==> src/rtl/clock_set_controller.sv <==
// clock_set_controller: button front end and time-setting sequencer for the
// four-digit clock display.
//   - Conditions three raw push-buttons (2-flop sync + debounce + rise pulse).
//   - Sequences the display mode SETUP/TIME24/SECONDS/TIME12.
//   - In SETUP, steps a cursor over hh:mm and edits a shadow copy of the time.
//   - On commit, issues a one-cycle load strobe to the timekeeper.
//   - Produces the blink phase for the digit being set.
//
// Optional build macro: SETUP_TIMEOUT_EN. When defined, SETUP aborts after
// TIMEOUT_CYCLES cycles with no inc/next activity.
//
// Ports:
//   clk, rst_n            system clock, async active-low reset
//   btn_mode/next/inc     raw asynchronous active-high buttons
//   cur_hu/hl/mu/ml       live time digits from the timekeeper
//   mode                  00 SETUP, 01 TIME24, 10 SECONDS, 11 TIME12
//   location              digit under edit (0 = hours tens .. 3 = minutes units)
//   set_hu/hl/mu/ml       shadow time being edited
//   load                  one-cycle commit strobe
//   blink                 1 = selected digit visible, 0 = blanked
module clock_set_controller #(
  parameter int unsigned DEBOUNCE_CYCLES = 500000,
  parameter int unsigned BLINK_HALF      = 25000000,
  parameter int unsigned TIMEOUT_CYCLES  = 1500000000
) (
  input  logic       clk,
  input  logic       rst_n,
  input  logic       btn_mode,
  input  logic       btn_next,
  input  logic       btn_inc,
  input  logic [1:0] cur_hu,
  input  logic [3:0] cur_hl,
  input  logic [2:0] cur_mu,
  input  logic [3:0] cur_ml,
  output logic [1:0] mode,
  output logic [1:0] location,
  output logic [1:0] set_hu,
  output logic [3:0] set_hl,
  output logic [2:0] set_mu,
  output logic [3:0] set_ml,
  output logic       load,
  output logic       blink
);

  localparam int unsigned NBTN = 3;
  localparam int unsigned DB_W = (DEBOUNCE_CYCLES > 1) ? $clog2(DEBOUNCE_CYCLES) : 1;
  localparam int unsigned BL_W = (BLINK_HALF > 1) ? $clog2(BLINK_HALF) : 1;
  localparam logic [DB_W-1:0] DB_LAST = DB_W'(DEBOUNCE_CYCLES - 1);
  localparam logic [BL_W-1:0] BL_LAST = BL_W'(BLINK_HALF - 1);

  typedef enum logic [1:0] {
    RUN24  = 2'd0,
    RUNSEC = 2'd1,
    RUN12  = 2'd2,
    SET    = 2'd3
  } state_t;

  // ---------------------------------------------------------------------------
  // Button conditioning: bit 0 = mode, bit 1 = next, bit 2 = inc
  // ---------------------------------------------------------------------------
  logic [NBTN-1:0] btn_raw;
  logic [NBTN-1:0] pulse;
  logic            p_mode;
  logic            p_next;
  logic            p_inc;

  assign btn_raw = {btn_inc, btn_next, btn_mode};

  for (genvar g = 0; g < NBTN; g++) begin : g_btn
    logic            sync1_q;
    logic            sync2_q;
    logic            lvl_q;
    logic            lvl_d;
    logic            rise;
    logic [DB_W-1:0] cnt_q;
    logic [DB_W-1:0] cnt_d;

    // Accept a new level once it has differed from the old one for
    // DEBOUNCE_CYCLES consecutive samples; a rising acceptance is the pulse.
    always_comb begin
      lvl_d = lvl_q;
      cnt_d = '0;
      rise  = 1'b0;
      if (sync2_q != lvl_q) begin
        if (cnt_q == DB_LAST) begin
          lvl_d = sync2_q;
          rise  = sync2_q;
        end else begin
          cnt_d = cnt_q + DB_W'(1);
        end
      end
    end

    always_ff @(posedge clk or negedge rst_n) begin
      if (!rst_n) begin
        sync1_q <= 1'b0;
        sync2_q <= 1'b0;
        lvl_q   <= 1'b0;
        cnt_q   <= '0;
      end else begin
        sync1_q <= btn_raw[g];
        sync2_q <= sync1_q;
        lvl_q   <= lvl_d;
        cnt_q   <= cnt_d;
      end
    end

    assign pulse[g] = rise;
  end

  assign p_mode = pulse[0];
  assign p_next = pulse[1];
  assign p_inc  = pulse[2];

  // ---------------------------------------------------------------------------
  // Optional setup inactivity timeout
  // ---------------------------------------------------------------------------
  logic timeout;

  state_t state_q, state_d;

`ifdef SETUP_TIMEOUT_EN
  localparam int unsigned TO_W = (TIMEOUT_CYCLES > 1) ? $clog2(TIMEOUT_CYCLES) : 1;
  localparam logic [TO_W-1:0] TO_LAST = TO_W'(TIMEOUT_CYCLES - 1);

  logic [TO_W-1:0] to_cnt_q, to_cnt_d;

  // Runs only while idle in SET; any inc/next restarts the window.
  always_comb begin
    to_cnt_d = '0;
    timeout  = 1'b0;
    if (state_q == SET && !p_inc && !p_next) begin
      if (to_cnt_q == TO_LAST) begin
        timeout = 1'b1;
      end else begin
        to_cnt_d = to_cnt_q + TO_W'(1);
      end
    end
  end

  always_ff @(posedge clk or negedge rst_n) begin
    if (!rst_n) begin
      to_cnt_q <= '0;
    end else begin
      to_cnt_q <= to_cnt_d;
    end
  end
`else
  logic unused_timeout_cfg;
  assign unused_timeout_cfg = ^TIMEOUT_CYCLES;
  assign timeout = 1'b0;
`endif

  // ---------------------------------------------------------------------------
  // Mode / setup sequencer
  // ---------------------------------------------------------------------------
  state_t          ret_q, ret_d;
  logic [1:0]      mode_q, mode_d;
  logic [1:0]      loc_q, loc_d;
  logic [1:0]      set_hu_q, set_hu_d;
  logic [3:0]      set_hl_q, set_hl_d;
  logic [2:0]      set_mu_q, set_mu_d;
  logic [3:0]      set_ml_q, set_ml_d;
  logic            load_q, load_d;
  logic            blink_q, blink_d;
  logic [BL_W-1:0] blink_cnt_q, blink_cnt_d;

  // Next-state, shadow-digit and blink logic.
  always_comb begin
    state_d     = state_q;
    ret_d       = ret_q;
    loc_d       = loc_q;
    set_hu_d    = set_hu_q;
    set_hl_d    = set_hl_q;
    set_mu_d    = set_mu_q;
    set_ml_d    = set_ml_q;
    load_d      = 1'b0;
    blink_d     = blink_q;
    blink_cnt_d = blink_cnt_q;

    case (state_q)
      RUN24, RUNSEC, RUN12: begin
        blink_d     = 1'b1;
        blink_cnt_d = '0;
        if (p_mode) begin
          case (state_q)
            RUN24:   state_d = RUNSEC;
            RUNSEC:  state_d = RUN12;
            default: state_d = RUN24;
          endcase
        end else if (p_next) begin
          state_d  = SET;
          ret_d    = state_q;
          loc_d    = 2'd0;
          set_hu_d = cur_hu;
          set_hl_d = cur_hl;
          set_mu_d = cur_mu;
          set_ml_d = cur_ml;
        end
      end

      SET: begin
        if (p_mode || timeout) begin
          // Abort: shadow digits are kept, nothing is loaded.
          state_d     = ret_q;
          blink_d     = 1'b1;
          blink_cnt_d = '0;
        end else if (p_next) begin
          blink_d     = 1'b1;
          blink_cnt_d = '0;
          if (loc_q == 2'd3) begin
            load_d  = 1'b1;
            state_d = ret_q;
            loc_d   = 2'd0;
          end else begin
            loc_d = loc_q + 2'd1;
          end
        end else if (p_inc) begin
          blink_d     = 1'b1;
          blink_cnt_d = '0;
          case (loc_q)
            2'd0: begin
              if (set_hu_q == 2'd2) begin
                set_hu_d = 2'd0;
              end else begin
                set_hu_d = set_hu_q + 2'd1;
                // Keep hours legal when tens becomes 2 (max 23).
                if (set_hu_d == 2'd2 && set_hl_q > 4'd3) begin
                  set_hl_d = 4'd0;
                end
              end
            end
            2'd1: begin
              if ((set_hu_q == 2'd2 && set_hl_q >= 4'd3) || set_hl_q >= 4'd9) begin
                set_hl_d = 4'd0;
              end else begin
                set_hl_d = set_hl_q + 4'd1;
              end
            end
            2'd2: begin
              if (set_mu_q >= 3'd5) begin
                set_mu_d = 3'd0;
              end else begin
                set_mu_d = set_mu_q + 3'd1;
              end
            end
            default: begin
              if (set_ml_q >= 4'd9) begin
                set_ml_d = 4'd0;
              end else begin
                set_ml_d = set_ml_q + 4'd1;
              end
            end
          endcase
        end else begin
          if (blink_cnt_q == BL_LAST) begin
            blink_d     = ~blink_q;
            blink_cnt_d = '0;
          end else begin
            blink_cnt_d = blink_cnt_q + BL_W'(1);
          end
        end
      end

      default: state_d = RUN24;
    endcase

    case (state_d)
      RUN24:   mode_d = 2'b01;
      RUNSEC:  mode_d = 2'b10;
      RUN12:   mode_d = 2'b11;
      default: mode_d = 2'b00;
    endcase
  end

  always_ff @(posedge clk or negedge rst_n) begin
    if (!rst_n) begin
      state_q     <= RUN24;
      ret_q       <= RUN24;
      mode_q      <= 2'b01;
      loc_q       <= 2'd0;
      set_hu_q    <= 2'd0;
      set_hl_q    <= 4'd0;
      set_mu_q    <= 3'd0;
      set_ml_q    <= 4'd0;
      load_q      <= 1'b0;
      blink_q     <= 1'b1;
      blink_cnt_q <= '0;
    end else begin
      state_q     <= state_d;
      ret_q       <= ret_d;
      mode_q      <= mode_d;
      loc_q       <= loc_d;
      set_hu_q    <= set_hu_d;
      set_hl_q    <= set_hl_d;
      set_mu_q    <= set_mu_d;
      set_ml_q    <= set_ml_d;
      load_q      <= load_d;
      blink_q     <= blink_d;
      blink_cnt_q <= blink_cnt_d;
    end
  end

  assign mode     = mode_q;
  assign location = loc_q;
  assign set_hu   = set_hu_q;
  assign set_hl   = set_hl_q;
  assign set_mu   = set_mu_q;
  assign set_ml   = set_ml_q;
  assign load     = load_q;
  assign blink    = blink_q;

endmodule

==> config.mk <==
export PLATFORM = sky130hd
export DESIGN_NAME = clock_set_controller
export DESIGN_NICKNAME = d
export VERILOG_FILES = /design/src/rtl/clock_set_controller.sv
export SDC_FILE = /design/constraint.sdc
export NUM_CORES = 1
export LEC_CHECK = 0
export ABC_CLOCK_PERIOD_IN_PS = 3270
export CORE_MARGIN = 8
export CORE_UTILIZATION = 50
export CTS_CLUSTER_SIZE = 25
export DETAILED_ROUTE_END_ITERATION = 6
export PLACE_DENSITY = 0.69
export SYNTH_ARGS = -nofsm -noshare
export SYNTH_HDL_FRONTEND = slang
export SYNTH_SLANG_ARGS = --single-unit
==> constraint.sdc <==
create_clock -name clk -period 3.27 [get_ports clk]
set_input_delay 0.327 -clock clk [delete_from_list [all_inputs] [get_ports clk]]
set_output_delay 0.327 -clock clk [all_outputs]
set_load 0.005 [all_outputs]
==> impl_metrics.py, run 1 <==
metrics = {
    "status": {
        "status": "complete, no violations",
    },
    "global_route": {
        "grt_pass1_vias": 4278,
        "grt_usage_pct": 15.8,
        "grt_pass1_wl_mm": 19.3,
        "antenna_found_initial": 0,
        "grt_max_degree": 66,
        "grt_overflow": 0,
    },
    "final_layout": {
        "fin_nets": 666,
        "final_common_cell": "dfrtp_1",
        "final_cell_mix": "dfrtp_1 (112), nor2_1 (105), xor2_1 (48)",
        "num_antenna_cells": 0,
        "area_growth_pct": 18.2,
        "drive_above_1_share_pct": 8.57,
    },
    "place": {
        "pre_cts_ws_ns": 0.572,
        "place.gp.congestion": 0.768,
        "place.detailed.hpwl_mm": 7.72,
        "numPortBuffers": 36,
    },
    "logic_synthesis": {
        "synth_compound_area_share_pct": 6.63,
        "synthArstFlopShare_pct": 100,
        "synth_cells": 587,
        "synth_edf_count": 0,
        "ys_warn_count": 0,
        "syn_nets": 621,
        "synthMuxAreaShare_pct": 0.962,
        "synth_fa_ha_area_share_pct": 3.50,
        "synth_top_family_by_area": "simple AND/OR/NAND/NOR gates",
        "synthDistinctLibCells": 53,
        "synthFlopType": "dfrtp_1",
        "synth-seq-area-share_pct": 49.9,
        "avgSynthCellArea_um2": 9.75,
        "synth_xor_area_share_pct": 10.7,
        "synth-simple-area-share_pct": 26.0,
        "synth_seq_cells": 114,
        "syn_area_um2": 5720,
    },
    "timing": {
        "period_needed_ns": 2.71,
        "finalSetupViolCount": 0,
        "worst_pin_slew_ns": 0.837,
        "finalClockSkew_ns": 0.00763,
        "fin_ws_ns": 0.564,
        "finalHoldViolCount": 0,
        "slew_violations": 0,
        "grt_setup_unrepaired": "no",
        "finalSetupTns_ns": 0,
        "fmax_mhz": 370,
        "period_share_pct": 82.7,
        "relSlewSlack_pct": 44.2,
    },
    "drt": {
        "vias": 4277,
        "vias_per_cell": 5.45,
        "drt_iter0_markers": 352,
        "wire_per_inst_um": 14.2,
        "first_pass_iters": 6,
        "ant_nets": 0,
        "drt-total-wl_mm": 11.2,
        "drc": 0,
    },
    "worst_setup_path": {
        "crit_chain": "or4_1, or4_4, nor4_4, nor4b_1, o21ai_2, mux2_1",
        "cp_top_family": "simple AND/OR/NAND/NOR gates",
        "cpPeakStageDelay_ns": 0.58,
        "critPathSlowestCell": "or4_4",
        "start_kind": "flip-flop",
        "arrival_ns": 2.99,
        "worst-setup-path-type": "flip-flop to flip-flop",
        "cp.required_ns": 3.56,
        "path_buf_inv": 0,
        "cp_max_fo": 7,
        "critPathCaptureType": "flip-flop",
    },
    "clocking": {
        "numCtsBuffers": 17,
        "hold_buffers": 0,
        "cts_buffer_depth": 2,
        "clock_latency_ns": 0.41,
        "cts_sinks": 114,
        "path_clk_slew_ns": 0.05,
        "cts-root-buf": "clkbuf_16",
        "h-tree-depth": 4,
        "cts_tree": "built",
        "cts_resized": 0,
        "cts_setup_buffers": 0,
    },
    "min_path": {
        "hold_class": "input pin to async pin",
    },
    "die": {
        "die_x_um": 123,
        "boundaryPins": 37,
        "initial_utilization_pct": 50.8,
        "die_y_um": 123,
        "rows": 39,
        "coreArea_um2": 11300,
        "dieArea_um2": 15100,
    },
    "power": {
        "p_leak_nw": 2.89,
        "peakVddDrop_mv": 0.330,
        "power_density_nw_per_um2": 466,
    },
    "run": {
        "cap_violations": 0,
    },
}
==> through the flow <==
stage | instances | cell area, um^2 | util, % | power, mW | hold WS (ns)
2_1_floorplan | 587 | 5720 | - | 1.49 | 0.0314
3_3_place_gp | 756 | 6250 | 55.4 | 1.55 | 0.339
3_5_place_dp | 756 | 6250 | 55.4 | 1.55 | 0.339
4_1_cts | 785 | 6760 | 60.0 | 3.18 | 0.0619
5_1_grt | 785 | 6760 | 60.0 | 3.27 | 0.0953
6_report | 785 | 6760 | 60.0 | 3.15 | 0.0270
==> sequential cells by signal, summed over array words and instances (netlist names) <==
| signal | cells |
|---|---|
| blink | 1 |
| location | 2 |
| set_hl | 4 |
| set_mu | 3 |
| load | 1 |
| g_btn.cnt_q | 57 |
| set_ml | 4 |
| blink_cnt_q | 25 |
| g_btn.lvl_q | 3 |
| set_hu | 2 |
| g_btn.sync1_q | 3 |
| g_btn.sync2_q | 3 |
| ret_q | 2 |
| mode | 2 |
| state_q | 2 |
==> report_power, final <==
group | switching (mW) | internal (mW)
logic | 0.0524 | 0.0334
registers | 0.0104 | 1.43
clock network | 0.591 | 1.04
total | 0.654 | 2.50
==> layer usage <==
layer  share of wire (%)  global-route usage, %
met2                  49                   26.0
met1                  45                   18.9
met3                 3.5                   4.43
met4                 2.3                   7.45
met5                   0                      0
==> path summary, 6_finish.rpt <==
path / to / slack, ns / startpoint / cells past startpoint
max: set_hl[1]$_DFFE_PN0P_ / 0.56 / g_btn[1].cnt_q[11]$_DFF_PN0_ / 6
min: g_btn[0].cnt_q[5]$_DFF_PN0_ / 0.03 / rst_n / 1
max reg2reg: set_hl[1]$_DFFE_PN0P_ / 0.56 / g_btn[1].cnt_q[11]$_DFF_PN0_ / 6
min reg2reg: g_btn[2].sync2_q$_DFF_PN0_ / 0.35 / g_btn[2].sync1_q$_DFF_PN0_ / 0
max in group asynchronous: g_btn[1].cnt_q[11]$_DFF_PN0_ / 2.49 / rst_n / 2
min in group clk: g_btn[2].sync2_q$_DFF_PN0_ / 0.35 / g_btn[2].sync1_q$_DFF_PN0_ / 0
==> cell type report <==
cell class	count	area (um^2)
Fill cell	934	4510
Sequential cell	114	2860
Multi-Input combinational cell	440	2740
Clock buffer	21	450
Timing Repair Buffer	41	408
Tap cell	143	179
Inverter	18	67.6
Clock inverter	8	65.1
==> kinds of logic after synthesis <==
logic type,Yosys count
muxes,5
and+or+nand+nor,287
AOI/OAI and AO/OA,62
buffers and inverters,33
xor gates and xnor gates,70
DFF,114
adders and majority gates,16
==> cell usage after synthesis (2+ instances only) <==
| cell | count | area, um^2 |
|---|---|---|
| nand2b_1 | 8 | 50.1 |
| nand4_1 | 10 | 62.6 |
| a21oi_1 | 21 | 105 |
| a211oi_1 | 2 | 15.0 |
| o21ai_1 | 8 | 40.0 |
| nor2b_1 | 4 | 25.0 |
| mux2_2 | 3 | 33.8 |
| dfstp_2 | 2 | 52.6 |
| a41oi_2 | 2 | 32.5 |
| xnor2_1 | 22 | 193 |
| and4_1 | 5 | 43.8 |
| or4_1 | 2 | 15.0 |
| a22oi_1 | 4 | 30.0 |
| clkbuf_1 | 11 | 41.3 |
| or4b_2 | 2 | 20.0 |
| nor4b_1 | 5 | 43.8 |
| nor3b_1 | 4 | 30.0 |
| inv_1 | 18 | 67.6 |
| o21ai_0 | 15 | 75.1 |
| and3_1 | 18 | 113 |
| dfrtp_1 | 112 | 2800 |
| nor2_2 | 2 | 12.5 |
| nand2_1 | 46 | 173 |
| or3_1 | 13 | 81.3 |
| nor2_1 | 105 | 394 |
| nand3_1 | 31 | 155 |
| xor2_1 | 48 | 420 |
| nor4_4 | 3 | 63.8 |
| nor3_1 | 9 | 45.0 |
| ha_1 | 16 | 200 |
| buf_2 | 4 | 20.0 |
| or2_2 | 3 | 18.8 |
| nand4b_1 | 3 | 26.3 |
| nor4_1 | 5 | 31.3 |
| or4_4 | 2 | 22.5 |
| a31oi_1 | 2 | 12.5 |
Note: power is estimated with default switching activity, not from simulation.
==> run 2: changes to the inputs <==
--- a/config.mk
+++ b/config.mk
@@ -5,7 +5,7 @@
 export SDC_FILE = /design/constraint.sdc
 export NUM_CORES = 1
 export LEC_CHECK = 0
-export ABC_CLOCK_PERIOD_IN_PS = 3270
+export ABC_CLOCK_PERIOD_IN_PS = 2600
 export CORE_MARGIN = 8
 export CORE_UTILIZATION = 50
 export CTS_CLUSTER_SIZE = 25
==> constraint.sdc (replaced) <==
create_clock -name clk -period 2.6 [get_ports clk]
set_input_delay 0.26 -clock clk [delete_from_list [all_inputs] [get_ports clk]]
set_output_delay 0.26 -clock clk [all_outputs]
set_load 0.005 [all_outputs]
==> impl_metrics.py, run 2 (synthesis results as in run 1) <==
metrics = {
    "final_layout": {
        "top_regs": "g_btn.cnt_q x57, blink_cnt_q x25",
        "largest_reg_flops": 57,
        "num_antenna_cells": 0,
        "fin_nets": 685,
        "final_cell_mix": "dfrtp_1 (112), nor2_1 (103), xor2_1 (48)",
        "regMostFlops": "g_btn.cnt_q",
        "area_growth_pct": 23.8,
        "n_fill_cell": 937,
        "drive_above_1_share_pct": 12.2,
        "final_common_cell": "dfrtp_1",
    },
    "timing": {
        "slew_violations": 0,
        "fmax_mhz": 398,
        "finalSetupTns_ns": 0,
        "finalClockSkew_ns": 0.00519,
        "relSlewSlack_pct": 61.8,
        "period_needed_ns": 2.51,
        "finalSetupViolCount": 0,
        "fin_ws_ns": 0.0854,
        "grt_setup_unrepaired": "yes",
        "period_share_pct": 96.7,
        "finalHoldViolCount": 0,
        "worst_hold_slack_ns": 0.283,
        "worst_pin_slew_ns": 0.573,
    },
    "worst_setup_path": {
        "arrival_ns": 2.81,
        "cp_max_fo": 5,
        "critPathSlowestCell": "or4_1",
        "start_kind": "flip-flop",
        "worst-setup-path-type": "flip-flop to flip-flop",
        "cpPeakStageDelay_ns": 0.51,
        "ff2ff_setup_slack_ns": 0.09,
        "critPathCaptureType": "flip-flop",
        "crit_chain": "or4_1, or4_4, nor4_4, buf_4, nor4b_1, o21ai_2, mux2_1",
        "cp.required_ns": 2.89,
    },
    "drt": {
        "ant_nets": 0,
        "wire_per_inst_um": 14.0,
        "drc": 0,
        "vias_per_cell": 5.35,
        "drt-total-wl_mm": 11.3,
        "drt_iter0_markers": 305,
        "vias": 4314,
        "first_pass_iters": 4,
    },
    "die": {
        "die_y_um": 123,
        "boundaryPins": 37,
        "die_x_um": 123,
        "rows": 39,
        "coreArea_um2": 11300,
        "dieArea_um2": 15100,
        "initial_utilization_pct": 50.8,
    },
    "clocking": {
        "h-tree-depth": 4,
        "cts_tree": "built",
        "clock_latency_ns": 0.41,
        "path_clk_slew_ns": 0.05,
        "numCtsBuffers": 17,
        "cts_buffer_depth": 2,
        "cts_sinks": 114,
        "cts-root-buf": "clkbuf_16",
    },
    "global_route": {
        "antenna_found_initial": 0,
        "grt_pass1_vias": 4373,
        "grt_max_degree": 47,
        "grt_overflow": 0,
        "grt_usage_pct": 16.4,
        "grt_pass1_wl_mm": 19.8,
    },
    "status": {
        "status": "complete, no violations",
    },
    "place": {
        "place.gp.congestion": 0.790,
        "place.detailed.hpwl_mm": 7.86,
        "pre_cts_ws_ns": -0.000854,
        "numPortBuffers": 36,
    },
    "run": {
        "cap_violations": 0,
    },
    "power": {
        "peakVddDrop_mv": 0.402,
        "power_density_nw_per_um2": 632,
        "p_leak_nw": 3.06,
    },
    "min_path": {
        "hold_class": "input pin to flip-flop",
    },
}
[run 2: cell count changes in the layout (fill, tap and decap cells not counted), sizes merged]
| cell | before | now |
|---|---|---|
| clkbuf | 21 | 22 |
| dlygate4sd3 | 0 | 1 |
| clkinv | 7 | 5 |
| bufinv | 1 | 5 |
| buf | 6 | 24 |
[run 2: path summary, 6_finish.rpt]
kind	startpoint	end	cells after the start
setup / recovery	g_btn[1].cnt_q[11]$_DFF_PN0_	set_hl[1]$_DFFE_PN0P_	7
hold / removal	btn_next	g_btn[1].sync1_q$_DFF_PN0_	1
setup reg to reg	g_btn[1].cnt_q[11]$_DFF_PN0_	set_hl[1]$_DFFE_PN0P_	7
hold reg to reg	g_btn[1].sync1_q$_DFF_PN0_	g_btn[1].sync2_q$_DFF_PN0_	0
max in group asynchronous	rst_n	blink$_DFFE_PN1P_	3
min in group asynchronous	rst_n	g_btn[0].cnt_q[2]$_DFF_PN0_	2
[run 2: critical path, delay by kind of cell, from the launching register on]
kind	cells	cell delay, ns
buf+inv	1	0.19
compound gates	1	0.20
mux	1	0.34
simple gates	4	1.32
flops	1	0.36
[run 2: final cells by class]
| type | count | area (um^2) | area share, % |
|---|---|---|---|
| Clock buffer | 22 | 474 | 6.69 |
| Clock inverter | 10 | 179 | 2.53 |
| Inverter | 18 | 67.6 | 0.954 |
| Multi-Input combinational cell | 440 | 2770 | 39.0 |
| Sequential cell | 114 | 2860 | 40.3 |
| Tap cell | 143 | 179 | 2.53 |
| Timing Repair Buffer | 60 | 566 | 7.98 |
[run 2: repair_timing]
item / 4_1_cts / 5_1_grt
pin swaps: 1 / 7
endpoints found under the setup margin: 1 / 17
gates resized for setup: 2 / 5
setup buffers: 0 / 6
endpoints found under the hold margin: 32 / 0
hold buffers: 1 / 0
[run 2: metal layers]
layer	global-route usage (%)	vias to the layer above	routed length [um]
met5	0	-	0
met4	7.45	0	210
met2	26.5	69	5450
met1	20.3	2085	5080
li1	-	2141	-
met3	4.29	19	590
[run 2: report_power, final]
group / total, mW / internal [mW] / switching, mW
combinational: 0.117 / 0.0482 / 0.0684
sequential: 1.81 / 1.79 / 0.0131
clock: 2.55 / 1.77 / 0.786
[run 2: metrics by stage]
stage	instance area, um^2	util, %	std cells	power, mW
after CTS	7030	62.3	801	4.53
after detailed placement	6350	56.3	768	1.95
after global placement	6350	56.3	768	1.95
after floorplan	5720	-	587	1.87
after global routing	7090	62.9	807	4.62
final	7090	62.9	807	4.48
